File: src/rtl/ahb_rom_slave_if_if.sv
// ---------------------------------------------------------------------------
// ahb_rom_slave_if_if
//   AHB-Lite bus bundle between the fabric and the instruction-ROM slave
//   front end.
//
//   Signals:
//     hsel      slave select from the address decoder
//     haddr     byte address (ADDR_W bits)
//     htrans    transfer type (00 IDLE, 01 BUSY, 10 NONSEQ, 11 SEQ)
//     hwrite    1 = write
//     hsize     transfer size (only word is legal for the ROM)
//     hready    bus-wide HREADY
//     hrdata    read data back to the master (DATA_W bits)
//     hreadyout slave ready
//     hresp     0 OKAY, 1 ERROR
//
//   Modports: master drives the address phase, slave drives the response.
// ---------------------------------------------------------------------------
interface ahb_rom_slave_if_if #(
    parameter int ADDR_W = 32,
    parameter int DATA_W = 32
);
    logic              hsel;
    logic [ADDR_W-1:0] haddr;
    logic [1:0]        htrans;
    logic              hwrite;
    logic [2:0]        hsize;
    logic              hready;
    logic [DATA_W-1:0] hrdata;
    logic              hreadyout;
    logic              hresp;

    modport master (
        output hsel, haddr, htrans, hwrite, hsize, hready,
        input  hrdata, hreadyout, hresp
    );

    modport slave (
        input  hsel, haddr, htrans, hwrite, hsize, hready,
        output hrdata, hreadyout, hresp
    );
endinterface

File: src/rtl/ahb_rom_slave_if.sv
// ---------------------------------------------------------------------------
// ahb_rom_slave_if
//   AHB-Lite slave front end for the instruction ROM. Decodes the address
//   phase, turns the byte address into a word index and sequences the ROM's
//   one-cycle registered read. Illegal transfers (writes, non-word sizes,
//   unaligned or out-of-range addresses) get a two-cycle ERROR response.
//
//   Ports:
//     clk          system clock, rising edge
//     reset        synchronous active-high reset
//     bus          AHB slave modport (hsel/haddr/htrans/hwrite/hsize/hready
//                  in, hrdata/hreadyout/hresp out)
//     sel_0        ROM select (registered)
//     rd_en_rom    ROM read enable (registered)
//     address_rom  ROM word index, haddr >> 2 (registered)
//     instr        ROM read data, valid one cycle after sel_0 && rd_en_rom
//     err_count    16-bit saturating count of ERROR responses started
//                  (present only when AHB_ROM_ERR_CNT_EN is defined)
//
//   Optional feature macro: AHB_ROM_ERR_CNT_EN
// ---------------------------------------------------------------------------
module ahb_rom_slave_if #(
    parameter int ROM_DEPTH = 5,
    parameter int ADDR_W    = 32,
    parameter int DATA_W    = 32
) (
    input  logic                 clk,
    input  logic                 reset,
    ahb_rom_slave_if_if.slave    bus,
    output logic                 sel_0,
    output logic                 rd_en_rom,
    output logic [ADDR_W-1:0]    address_rom,
    input  logic [DATA_W-1:0]    instr
`ifdef AHB_ROM_ERR_CNT_EN
    ,
    output logic [15:0]          err_count
`endif
);

    typedef enum logic [2:0] {
        ST_IDLE    = 3'd0,
        ST_RD_WAIT = 3'd1,
        ST_RD_DATA = 3'd2,
        ST_ERR1    = 3'd3,
        ST_ERR2    = 3'd4
    } state_t;

    localparam logic [2:0]        HSIZE_WORD = 3'b010;
    localparam logic [ADDR_W-3:0] DEPTH_IDX  = (ADDR_W-2)'(ROM_DEPTH);

    state_t            state_r;
    logic              hreadyout_r;
    logic              hresp_r;
    logic              sel_0_r;
    logic              rd_en_rom_r;
    logic [ADDR_W-1:0] address_rom_r;
    logic [DATA_W-1:0] hrdata_s;

    logic              accept_s;
    logic              legal_s;
    logic [ADDR_W-1:0] word_idx_s;
    // htrans[0] only separates IDLE/BUSY and NONSEQ/SEQ, which this slave
    // treats identically; kept here so it is visibly consumed.
    logic              unused_htrans0_s;

`ifdef AHB_ROM_ERR_CNT_EN
    logic [15:0]       err_count_r;
`endif

    assign unused_htrans0_s = bus.htrans[0];

    // Address-phase decode: acceptance, legality and the truncated word index.
    always_comb begin
        accept_s   = 1'b0;
        legal_s    = 1'b0;
        word_idx_s = {ADDR_W{1'b0}};
        if (bus.hsel && bus.hready && bus.htrans[1]) begin
            accept_s = 1'b1;
        end else begin
            accept_s = 1'b0;
        end
        if (!bus.hwrite && (bus.hsize == HSIZE_WORD) &&
            (bus.haddr[1:0] == 2'b00) && (bus.haddr[ADDR_W-1:2] < DEPTH_IDX)) begin
            legal_s = 1'b1;
        end else begin
            legal_s = 1'b0;
        end
        word_idx_s = {2'b00, bus.haddr[ADDR_W-1:2]};
    end

    // Main FSM: state plus every registered bus and ROM control output.
    always_ff @(posedge clk) begin
        if (reset) begin
            state_r       <= ST_IDLE;
            hreadyout_r   <= 1'b1;
            hresp_r       <= 1'b0;
            sel_0_r       <= 1'b0;
            rd_en_rom_r   <= 1'b0;
            address_rom_r <= {ADDR_W{1'b0}};
`ifdef AHB_ROM_ERR_CNT_EN
            err_count_r   <= 16'd0;
`endif
        end else begin
            case (state_r)
                // The ROM latches instr at the end of this cycle; the
                // request is dropped on the same edge.
                ST_RD_WAIT: begin
                    state_r       <= ST_RD_DATA;
                    hreadyout_r   <= 1'b1;
                    hresp_r       <= 1'b0;
                    sel_0_r       <= 1'b0;
                    rd_en_rom_r   <= 1'b0;
                    address_rom_r <= {ADDR_W{1'b0}};
                end
                // First ERROR cycle always advances to the second.
                ST_ERR1: begin
                    state_r       <= ST_ERR2;
                    hreadyout_r   <= 1'b1;
                    hresp_r       <= 1'b1;
                    sel_0_r       <= 1'b0;
                    rd_en_rom_r   <= 1'b0;
                    address_rom_r <= {ADDR_W{1'b0}};
                end
                // States whose cycle can carry a new address phase.
                ST_IDLE, ST_RD_DATA, ST_ERR2: begin
                    if (accept_s && legal_s) begin
                        state_r       <= ST_RD_WAIT;
                        hreadyout_r   <= 1'b0;
                        hresp_r       <= 1'b0;
                        sel_0_r       <= 1'b1;
                        rd_en_rom_r   <= 1'b1;
                        address_rom_r <= word_idx_s;
                    end else if (accept_s) begin
                        state_r       <= ST_ERR1;
                        hreadyout_r   <= 1'b0;
                        hresp_r       <= 1'b1;
                        sel_0_r       <= 1'b0;
                        rd_en_rom_r   <= 1'b0;
                        address_rom_r <= {ADDR_W{1'b0}};
`ifdef AHB_ROM_ERR_CNT_EN
                        if (err_count_r != 16'hFFFF) begin
                            err_count_r <= err_count_r + 16'd1;
                        end else begin
                            err_count_r <= err_count_r;
                        end
`endif
                    end else if (!bus.hready) begin
                        // Another slave is stalling the bus: the current
                        // data phase (if any) is still being presented.
                        state_r       <= state_r;
                        hreadyout_r   <= hreadyout_r;
                        hresp_r       <= hresp_r;
                        sel_0_r       <= 1'b0;
                        rd_en_rom_r   <= 1'b0;
                        address_rom_r <= {ADDR_W{1'b0}};
                    end else begin
                        state_r       <= ST_IDLE;
                        hreadyout_r   <= 1'b1;
                        hresp_r       <= 1'b0;
                        sel_0_r       <= 1'b0;
                        rd_en_rom_r   <= 1'b0;
                        address_rom_r <= {ADDR_W{1'b0}};
                    end
                end
                default: begin
                    state_r       <= ST_IDLE;
                    hreadyout_r   <= 1'b1;
                    hresp_r       <= 1'b0;
                    sel_0_r       <= 1'b0;
                    rd_en_rom_r   <= 1'b0;
                    address_rom_r <= {ADDR_W{1'b0}};
                end
            endcase
        end
    end

    // Read data passes straight through from the ROM during the data phase
    // only; the ROM output register is already a flop, so no extra stage.
    always_comb begin
        hrdata_s = {DATA_W{1'b0}};
        if (state_r == ST_RD_DATA) begin
            hrdata_s = instr;
        end else begin
            hrdata_s = {DATA_W{1'b0}};
        end
    end

    assign bus.hrdata    = hrdata_s;
    assign bus.hreadyout = hreadyout_r;
    assign bus.hresp     = hresp_r;
    assign sel_0         = sel_0_r;
    assign rd_en_rom     = rd_en_rom_r;
    assign address_rom   = address_rom_r;

`ifdef AHB_ROM_ERR_CNT_EN
    assign err_count     = err_count_r;
`endif

endmodule

File: src/flat_wrapper.sv
// flat-port wrapper written by rule: the top's interface ports become plain ports
module ahb_rom_slave_if_flat 
#(
    parameter int ROM_DEPTH = 5,
    parameter int ADDR_W    = 32,
    parameter int DATA_W    = 32
)
  (clk, reset, sel_0, rd_en_rom, address_rom, instr, bus_hsel, bus_haddr, bus_htrans, bus_hwrite, bus_hsize, bus_hready, bus_hrdata, bus_hreadyout, bus_hresp);
  ahb_rom_slave_if_if #(.ADDR_W(ADDR_W), .DATA_W(DATA_W)) bus_i ();
  input  logic clk;
  input  logic reset;
  output logic sel_0;
  output logic rd_en_rom;
  output logic [ADDR_W-1:0] address_rom;
  input  logic [DATA_W-1:0] instr;
  input wire logic [$bits(bus_i.hsel)-1:0] bus_hsel;
  input wire logic [$bits(bus_i.haddr)-1:0] bus_haddr;
  input wire logic [$bits(bus_i.htrans)-1:0] bus_htrans;
  input wire logic [$bits(bus_i.hwrite)-1:0] bus_hwrite;
  input wire logic [$bits(bus_i.hsize)-1:0] bus_hsize;
  input wire logic [$bits(bus_i.hready)-1:0] bus_hready;
  output wire logic [$bits(bus_i.hrdata)-1:0] bus_hrdata;
  output wire logic [$bits(bus_i.hreadyout)-1:0] bus_hreadyout;
  output wire logic [$bits(bus_i.hresp)-1:0] bus_hresp;
  assign bus_i.hsel = bus_hsel;
  assign bus_i.haddr = bus_haddr;
  assign bus_i.htrans = bus_htrans;
  assign bus_i.hwrite = bus_hwrite;
  assign bus_i.hsize = bus_hsize;
  assign bus_i.hready = bus_hready;
  assign bus_hrdata = bus_i.hrdata;
  assign bus_hreadyout = bus_i.hreadyout;
  assign bus_hresp = bus_i.hresp;
  ahb_rom_slave_if #(.ROM_DEPTH(ROM_DEPTH), .ADDR_W(ADDR_W), .DATA_W(DATA_W)) u_core (.clk(clk), .reset(reset), .bus(bus_i), .sel_0(sel_0), .rd_en_rom(rd_en_rom), .address_rom(address_rom), .instr(instr));
endmodule
File: config.mk
export PLATFORM = sky130hd
export DESIGN_NAME = ahb_rom_slave_if_flat
export DESIGN_NICKNAME = d
export VERILOG_FILES = /design/src/rtl/ahb_rom_slave_if_if.sv /design/src/rtl/ahb_rom_slave_if.sv /design/src/flat_wrapper.sv
export SDC_FILE = /design/constraint.sdc
export NUM_CORES = 1
export LEC_CHECK = 0
export ABC_AREA = 1
export CORE_ASPECT_RATIO = 2
export CORE_MARGIN = 2
export CORE_UTILIZATION = 30
export DETAILED_ROUTE_END_ITERATION = 10
export GPL_TIMING_DRIVEN = 0
export HOLD_SLACK_MARGIN = 0.1
export PLACE_DENSITY = 0.83
export SLEW_MARGIN = 10
export SYNTH_ARGS = -nofsm -noshare
export SYNTH_HDL_FRONTEND = slang
export SYNTH_SLANG_ARGS = --single-unit
File: constraint.sdc
create_clock -name clk -period 2.15 [get_ports clk]
set_clock_uncertainty 0.2 [all_clocks]
set_input_delay 0.43 -clock clk [delete_from_list [all_inputs] [get_ports clk]]
set_output_delay 0.43 -clock clk [all_outputs]
set_load 0.05 [all_outputs]
* Word-level counts from Yosys, hierarchy flattened
Index checks and enable logic that the tools add are counted.
Widths: inputs -> output; s select.
** Operators by class
- Add/subtract/negate cells :: 0
- Multipliers :: 0
- Divide/modulo/power cells :: 0
- Order comparisons :: 1
- Equal/unequal tests :: 6
- Shifts and indexed selects :: 0
- Multiplexer cells :: 15
- Bitwise gates (word level) :: 2
- Reduce and logical (&&, ||, !) cells :: 13
** Operators by type and width (count)
- $mux 32 :: 1
- $lt 30x3->1 const B :: 1
- $eq 3x2->1 const B :: 3
- $mux 1 :: 9
- $mux 3 :: 3
- $pmux 3 s3 :: 1
- $logic_and 1x1->1 :: 6
- $reduce_or 3->1 :: 2
- $ne 4x2->1 const B :: 1
- $eq 3x1->1 const B :: 1
- $eq 3x3->1 const B :: 1
- $logic_not 3->1 :: 1
- $reduce_bool 3->1 :: 1
- $logic_not 2->1 :: 1
- $not 1->1 :: 2
- $pmux 1 s2 :: 1
- $reduce_or 2->1 :: 1
- $logic_not 1->1 :: 1
** Word-level totals
- Flip-flop bits (word level) :: 38
- Latch bits :: 0
- Memory bits (writable) :: 0
- ROM bits :: 0
- Bits of input ports :: 74
- Output and inout port bits :: 68
- Word-level logic and storage cells :: 43
- Memories :: 0

* Longest topological paths before layout
Gate-level depths: netlist of run 1.
- Word-level depth :: 8
- Gate-level depth with buffers :: 9
- Mapped depth without buffers :: 9

* Least setup slack after synthesis of run 1
Ideal clock, no wire load.
- Path kind :: register to output
- From :: register u_core.state_r[1]
- To :: output bus_hrdata[10]
- Data arrival time :: 1469 ps
- Required time :: 1520 ps
- Setup slack :: 51 ps
- Stages on the path, launching flop included :: 6
- Path buffers :: 1
- Cells stage by stage :: dfxtp_1 -> inv_1 -> nor3_1 -> inv_1 -> buf_2 -> nor2_1
** On the way
- Longest elaborated chain between the ends :: 2
** RTL lines
- start, declared :: RTL line ahb_rom_slave_if.sv:51 : state_t state_r;
- start signal, assigned :: RTL line ahb_rom_slave_if.sv:150 : state_r <= state_r;
- $eq 3x2->1 :: RTL line ahb_rom_slave_if.sv:181 : if (state_r == ST_RD_DATA) begin
- $mux 32 :: RTL line ahb_rom_slave_if.sv:181
- end, declared :: RTL line flat_wrapper.sv:22 : output wire logic [$bits(bus_i.hrdata)-1:0] bus_hrdata;
Every way passes these cells.

* Worst setup path after layout of run 1
- From :: register u_core.state_r[1]
- To :: output bus_hrdata[13]
Same word-level chain as after synthesis.

==> results of run 1 <==
-- metrics by stage --
| step | power (mW) | hold WS, ns | std cells |
|---|---|---|---|
| global route | 1.714 | 0.3576 | 404 |
| detailed placement | 1.189 | 0.2801 | 395 |
| CTS | 1.631 | 0.3012 | 403 |
| global placement | 1.184 | 0.2708 | 395 |
| floorplan | 0.9561 | 0.2813 | 205 |
| finish | 1.636 | 0.2995 | 404 |
-- metal layers --
| metal | GRT usage (%) | part of all wire, % | vias to the layer above |
|---|---|---|---|
| met3 | 5.556 | 11 | 10 |
| met1 | 14.73 | 31 | 662 |
| met5 | 0 | 0 | - |
| met4 | 10.40 | 3.4 | 0 |
| li1 | - | - | 812 |
| met2 | 35.53 | 54 | 96 |
-- cells by family (layout without fill, tap and decap cells) --
family                 count (synthesis)  count (layout)
other                                  1              29
DFF                                   36              36
AOI/OAI and AO/OA                      6               6
buffers and inverters                 51             198
and+or+nand+nor                       83              83
-- flip-flops by register name (all words and copies together) (netlist names) --
name	flops
u_core.sel_0	1
u_core.bus.hreadyout	1
u_core.state_r	3
u_core.address_rom	30
u_core.bus.hresp	1
-- power by group --
group	leakage (nW)	internal, mW	switching, mW
registers	0.301	0.698	0.00880
clock network	0.0479	0.225	0.223
logic	1.13	0.218	0.264
total	1.48	1.14	0.495
-- worst register-to-register path: cells and delay by family, from the launching register on --
kind / cells / cell delay, ns
compound gates: 1 / 0.29
simple gates: 3 / 0.34
flops: 1 / 0.35
buf+inv: 1 / 0.12
-- how the worst max path moves through the flow --
stage                     cells past startpoint  slack, ns                            from              to
final                                         6       0.07  u_core.state_r[1]$_SDFFE_PP0P_  bus_hrdata[13]
after global routing                          6      -0.04  u_core.state_r[1]$_SDFFE_PP0P_  bus_hrdata[12]
after CTS                                     5     0.0003  u_core.state_r[0]$_SDFFE_PP0P_   bus_hrdata[8]
after detailed placement                      4      -0.40                       instr[31]  bus_hrdata[31]
after global placement                        4      -0.40                        instr[0]   bus_hrdata[0]
after floorplan                               5       0.05  u_core.state_r[1]$_SDFFE_PP0P_  bus_hrdata[10]
-- final cells by class --
class | instances | area [um^2]
inverters | 45 | 168.9
repair buffers | 139 | 1400
clock buffers | 5 | 68.82
clock inverters | 3 | 18.77
fillers | 325 | 1135
well taps | 52 | 65.06
multi-input cells | 118 | 508.0
plain buffers | 6 | 42.54
flip-flops and latches | 36 | 721.9
-- placed cells by master, fill, tap and decap left out, types with 2 or more instances in the layout --
master | Yosys | routed
buf_2 | 3 | 3
inv_1 | 45 | 44
buf_6 | 0 | 26
nand3_1 | 5 | 5
clkinv_2 | 0 | 2
clkbuf_8 | 0 | 5
a21oi_1 | 2 | 2
conb_1 | 1 | 29
buf_4 | 3 | 10
dfxtp_1 | 36 | 35
nand2_1 | 15 | 15
clkdlybuf4s50_1 | 0 | 105
nor2_2 | 0 | 12
nor2_1 | 60 | 48
-- repair_timing --
action	in CTS	in global routing
gates resized for setup	175	79
setup buffers	0	1
hold buffers	0	0
endpoints found under the setup margin	33	30
pin swaps	0	1
==> flow_summary.yaml, run 1 <==
run_status:
  status: "finished clean"
critical_path:
  cp-end-kind: "output pin"
  required_ns: 1.52
  critPathArrivalTime_ns: 1.45
  crit_fanout: 10
  cp-start-kind: "flop"
  r2r_slack_ns: 0.80
  crit_slowest_cell: "dfxtp_2"
  critical_path_buf_inv_count: 4
  path_delay_family: "buffers and inverters"
  crit_path_max_incr_delay_ns: 0.34
  r2r.worst_path.cells: 5
  r2r_start: "u_core.state_r[0]$_SDFFE_PP0P_"
  path_class: "flop to output pin"
  worstReg2RegEnd: "u_core.address_rom[2]$_SDFF_PP0_"
  path_cells: "inv_1 > nor3_2 > inv_2 > buf_2 > nor2_1 > buf_6"
sta:
  rsz0062_at_grt: "true"
  fin_crit_sh_pct: 96.69
  tightest_slew_ns: 0.5214
  max_freq_mhz: 481.0
  finalHoldViolations: 0
  worst_slack_ns: 0.07110
  fin_crit_ns: 2.079
  tns_ns: 0
  setup_viol_count_final: 0
  slew_viol_final: 0
  relSlewSlack_pct: 65.13
synth:
  syn_inst: 177
  synth_fa_ha_area_share_pct: 0
  netlist_area_mm2: 0.001295
  synth-compound-area-share_pct: 3.188
  yosysWarningCount: 0
  synth.avg_cell_area_um2: 7.316
  synth-simple-area-share_pct: 24.93
  synthXorXnorAreaFrac_pct: 0
  synth.distinct_cells: 15
  yosys.area.top_type: "dfxtp_1"
  synth.most_common_cell: "nor2_1"
  synthArstFlopShare_pct: 0
  synthMuxAreaShare_pct: 0
  ys_ff_latch: 36
  synthTopCellsByCount: "nor2_1 (60), inv_1 (45), dfxtp_1 (36)"
  synth_top_cell_area_share_pct: 55.65
  ys_seq_area_share_pct: 55.65
  synth_top_family_by_area: "simple AND/OR/NAND/NOR gates"
  ys_top_cells_by_area: "dfxtp_1 (56%), nor2_1 (17%), inv_1 (13%), nand2_1 (4.3%), nand3_1 (1.9%)"
  synth-edff-count: 0
  synthFlopType: "dfxtp_1"
worst_hold_path:
  hp-start: "u_core.bus.hreadyout$_SDFFE_PP1P_"
  hold_path.class: "flop to flop"
  min_to: "u_core.bus.hreadyout$_SDFFE_PP1P_"
  hold_path_depth: 2
route:
  wl_um: 4251
  vias: 1580
  post-route-drc-count: 0
  postRouteAntennaNets: 0
  drt_iter0_drc: 15
  wl_per_cell_um: 10.52
  first_pass_iters: 4
  vias_per_cell: 3.911
floorplanning:
  num_rows: 33
  die-width_um: 50.46
  die_h_um: 96.92
  start_util_pct: 31.36
  die_area_mm2: 0.004890
  core_area_mm2: 0.004129
  io_pins: 142
placement:
  pre_cts_ws_ns: -0.4010
  gp_congestion: 0.8057
  dp_hpwl_um: 3594
  numPortBuffers: 138
  placed_area_mm2: 0.002846
clocking:
  cts_sinks: 36
  htreeDepth: 2
  clk_pin_slew_worst_paths_ns: 0.07
  clk_path_buf_depth: 2
  cts-buffers-inserted: 5
  cts_tree: "built"
  clkLatencyLatePin_ns: 0.28
  cts_root_buffer: "clkbuf_8"
global_route:
  grt_usage_pct: 18.23
  antenna_found_initial: 0
  grt_pass1_vias: 1573
  overflow: 0
  grt_max_degree: 13
  grt_pass1_wl_um: 6768
pwr:
  ir_drop_v: 0.0007282
  p_leak_nw: 1.477
  p_per_area_mw_per_mm2: 546.4
final_layout:
  fin_area_mm2: 0.002994
  post-route-util_pct: 72.52
  nets: 425
  n_antenna_cell: 0
  area_delta_synth_final_pct: 131.2
  drive_gt1_share_pct: 17.90
run:
  cap_violations: 0
Note: power is estimated with default switching activity, not from simulation.
==> run 2: changes to the inputs <==
Settings changed: PLACE_DENSITY 0.83 to 0.89.
==> run 2 against run 1 <==
Against the previous run: sequential share of layout area is 0.15 points lower; setup slack worse by 0.015 ns; first-iteration DRC count is 20% higher; worst hold slack better by 0.014 ns; routed wire length is 6.9% higher; power is 0.60% higher; largest cell class unchanged; critical path type unchanged; sequential power hardly changed; highest routed layer unchanged; critical endpoint is now bus_hrdata[28]; core utilization is 0.45 points higher.
==> flow_summary.yaml, run 2 (synthesis gave the netlist of run 1 again) <==
final_layout:
  n_antenna_cell: 0
  final_cell_mix: "clkdlybuf4s50_1 (105), inv_1 (44), nor2_1 (44)"
  final_common_cell: "clkdlybuf4s50_1"
  nets: 425
  post-route-util_pct: 72.97
  largest_reg_flops: 30
  final_cells: 404
  drive_gt1_share_pct: 18.47
  area_delta_synth_final_pct: 132.7
critical_path:
  cp-end-kind: "output pin"
  required_ns: 1.52
  crit_path_max_incr_delay_ns: 0.36
  critPathArrivalTime_ns: 1.46
  path_cells: "nor3_4 > inv_2 > buf_4 > nor2_1 > buf_4"
  cp_common_cell: "buf_4"
  crit_fanout: 10
  path_delay_family: "buffers and inverters"
  cp-start-kind: "flop"
  critical_path_buf_inv_count: 3
  crit_slowest_cell: "dfxtp_1"
  path_class: "flop to output pin"
sta:
  slew_viol_final: 0
  setup_viol_count_final: 0
  fin_crit_sh_pct: 97.39
  tns_ns: 0
  tightest_slew_ns: 0.5147
  fin_crit_ns: 2.094
  relSlewSlack_pct: 65.58
  max_freq_mhz: 477.6
  holdWs_ns: 0.3132
  finalHoldViolations: 0
clocking:
  htreeDepth: 2
  ctsHoldBuffers: 0
  cts-buffers-inserted: 5
  cts_sinks: 36
  clk_pin_slew_worst_paths_ns: 0.07
  clk_path_buf_depth: 2
  clkLatencyLatePin_ns: 0.28
  cts_root_buffer: "clkbuf_8"
  cts_tree: "built"
route:
  vias_per_cell: 4.022
  wl_um: 4545
  dr_wl_met3_um: 676
  wl_per_cell_um: 11.25
  maxUsedRoutingLayer: "met4"
  wl_met1_um: 1242
  vias: 1625
  postRouteAntennaNets: 0
  post-route-drc-count: 0
  drt_iter0_drc: 18
  wl_met2_um: 2539
  first_pass_iters: 4
placement:
  dp_cells: 395
  numPortBuffers: 138
  dp_hpwl_um: 3799
  gp_congestion: 0.7728
run:
  cap_violations: 0
pwr:
  ir_drop_v: 0.0007863
  p_per_area_mw_per_mm2: 546.2
  internal_power_mw: 1.147
  power_frac_clock_pct: 27.3
  p_leak_nw: 1.466
  power_switching_mw: 0.4983
  power_frac_seq_pct: 43.0
  switching_share_pct: 30.28
  power_mw: 1.646
  p_comb_share_pct: 29.7
global_route:
  grt_pass1_vias: 1622
  overflow: 0
  grt_usage_pct: 17.85
  antenna_found_initial: 0
  grt_pass1_wl_um: 6713
  grt_max_degree: 12
floorplanning:
  start_util_pct: 31.36
  io_pins: 142
  core_area_mm2: 0.004129
  die-width_um: 50.46
  num_rows: 33
  die_area_mm2: 0.004890
  die_h_um: 96.92
run_status:
  status: "finished clean"
worst_hold_path:
  hold_path.class: "flop to flop"
==> run 2: changes by cell type in the layout (fill, tap and decap cells not counted), moves of 3 or more <==
cell / delta
buf_2: -3
nor2_2: +3
nor2_1: -4
buf_6: -4
buf_4: +5
==> run 2: per-layer routing <==
layer	track usage [%]	up-vias
met4	6.861	0
met2	37.35	105
li1	-	814
met3	8.642	8
met5	0	-
met1	11.51	698
==> run 2: power groups by stage <==
| stage | Combinational (mW) | Sequential (mW) | Clock (mW) |
|---|---|---|---|
| after floorplan | 0.132 | 0.824 | 0 |
| after global placement | 0.465 | 0.720 | 0 |
| after detailed placement | 0.470 | 0.723 | 0 |
| after CTS | 0.468 | 0.708 | 0.466 |
| after global routing | 0.513 | 0.710 | 0.497 |
| final | 0.488 | 0.708 | 0.450 |
==> run 2: worst min-delay path: stages (launching register included) <==
cell and delay [ns]:
dfxtp_1 0.34, nor3_1 0.06, nor2_1 0.08
==> run 2: cell type report <==
cell class,count,area (um^2)
plain buffers,6,45.04
clock buffers,7,76.32
clock inverters,1,8.758
fillers,318,1116
inverters,45,168.9
multi-input cells,118,529.3
flip-flops and latches,36,721.9
well taps,52,65.06
repair buffers,139,1398
==> run 2: worst paths after layout <==
path                                                        start                                 to  slack [ns]  cells past startpoint
worst max-delay path               u_core.state_r[0]$_SDFFE_PP0P_                     bus_hrdata[28]        0.06                      5
worst min-delay path            u_core.bus.hreadyout$_SDFFE_PP1P_  u_core.bus.hreadyout$_SDFFE_PP1P_        0.31                      2
worst max register to register     u_core.state_r[2]$_SDFFE_PP0P_      u_core.bus.hresp$_SDFFE_PP0P_        0.81                      4
worst min register to register  u_core.bus.hreadyout$_SDFFE_PP1P_  u_core.bus.hreadyout$_SDFFE_PP1P_        0.31                      2
==> run 2: per-stage QoR <==
stage	instance area, um^2	setup WS [ns]
6_report	3013	0.05612
5_1_grt	3013	-0.02065
4_1_cts	2875	0.005924
3_5_place_dp	2846	-0.4284
3_3_place_gp	2846	-0.3896
2_1_floorplan	1400	0.05125
==> run 2: what timing repair did <==
action                     CTS  global route
setup buffers                0             1
hold endpoints to repair     0             0
pin swaps                    0             0
setup endpoints to repair   33            32
resized for setup          192            44
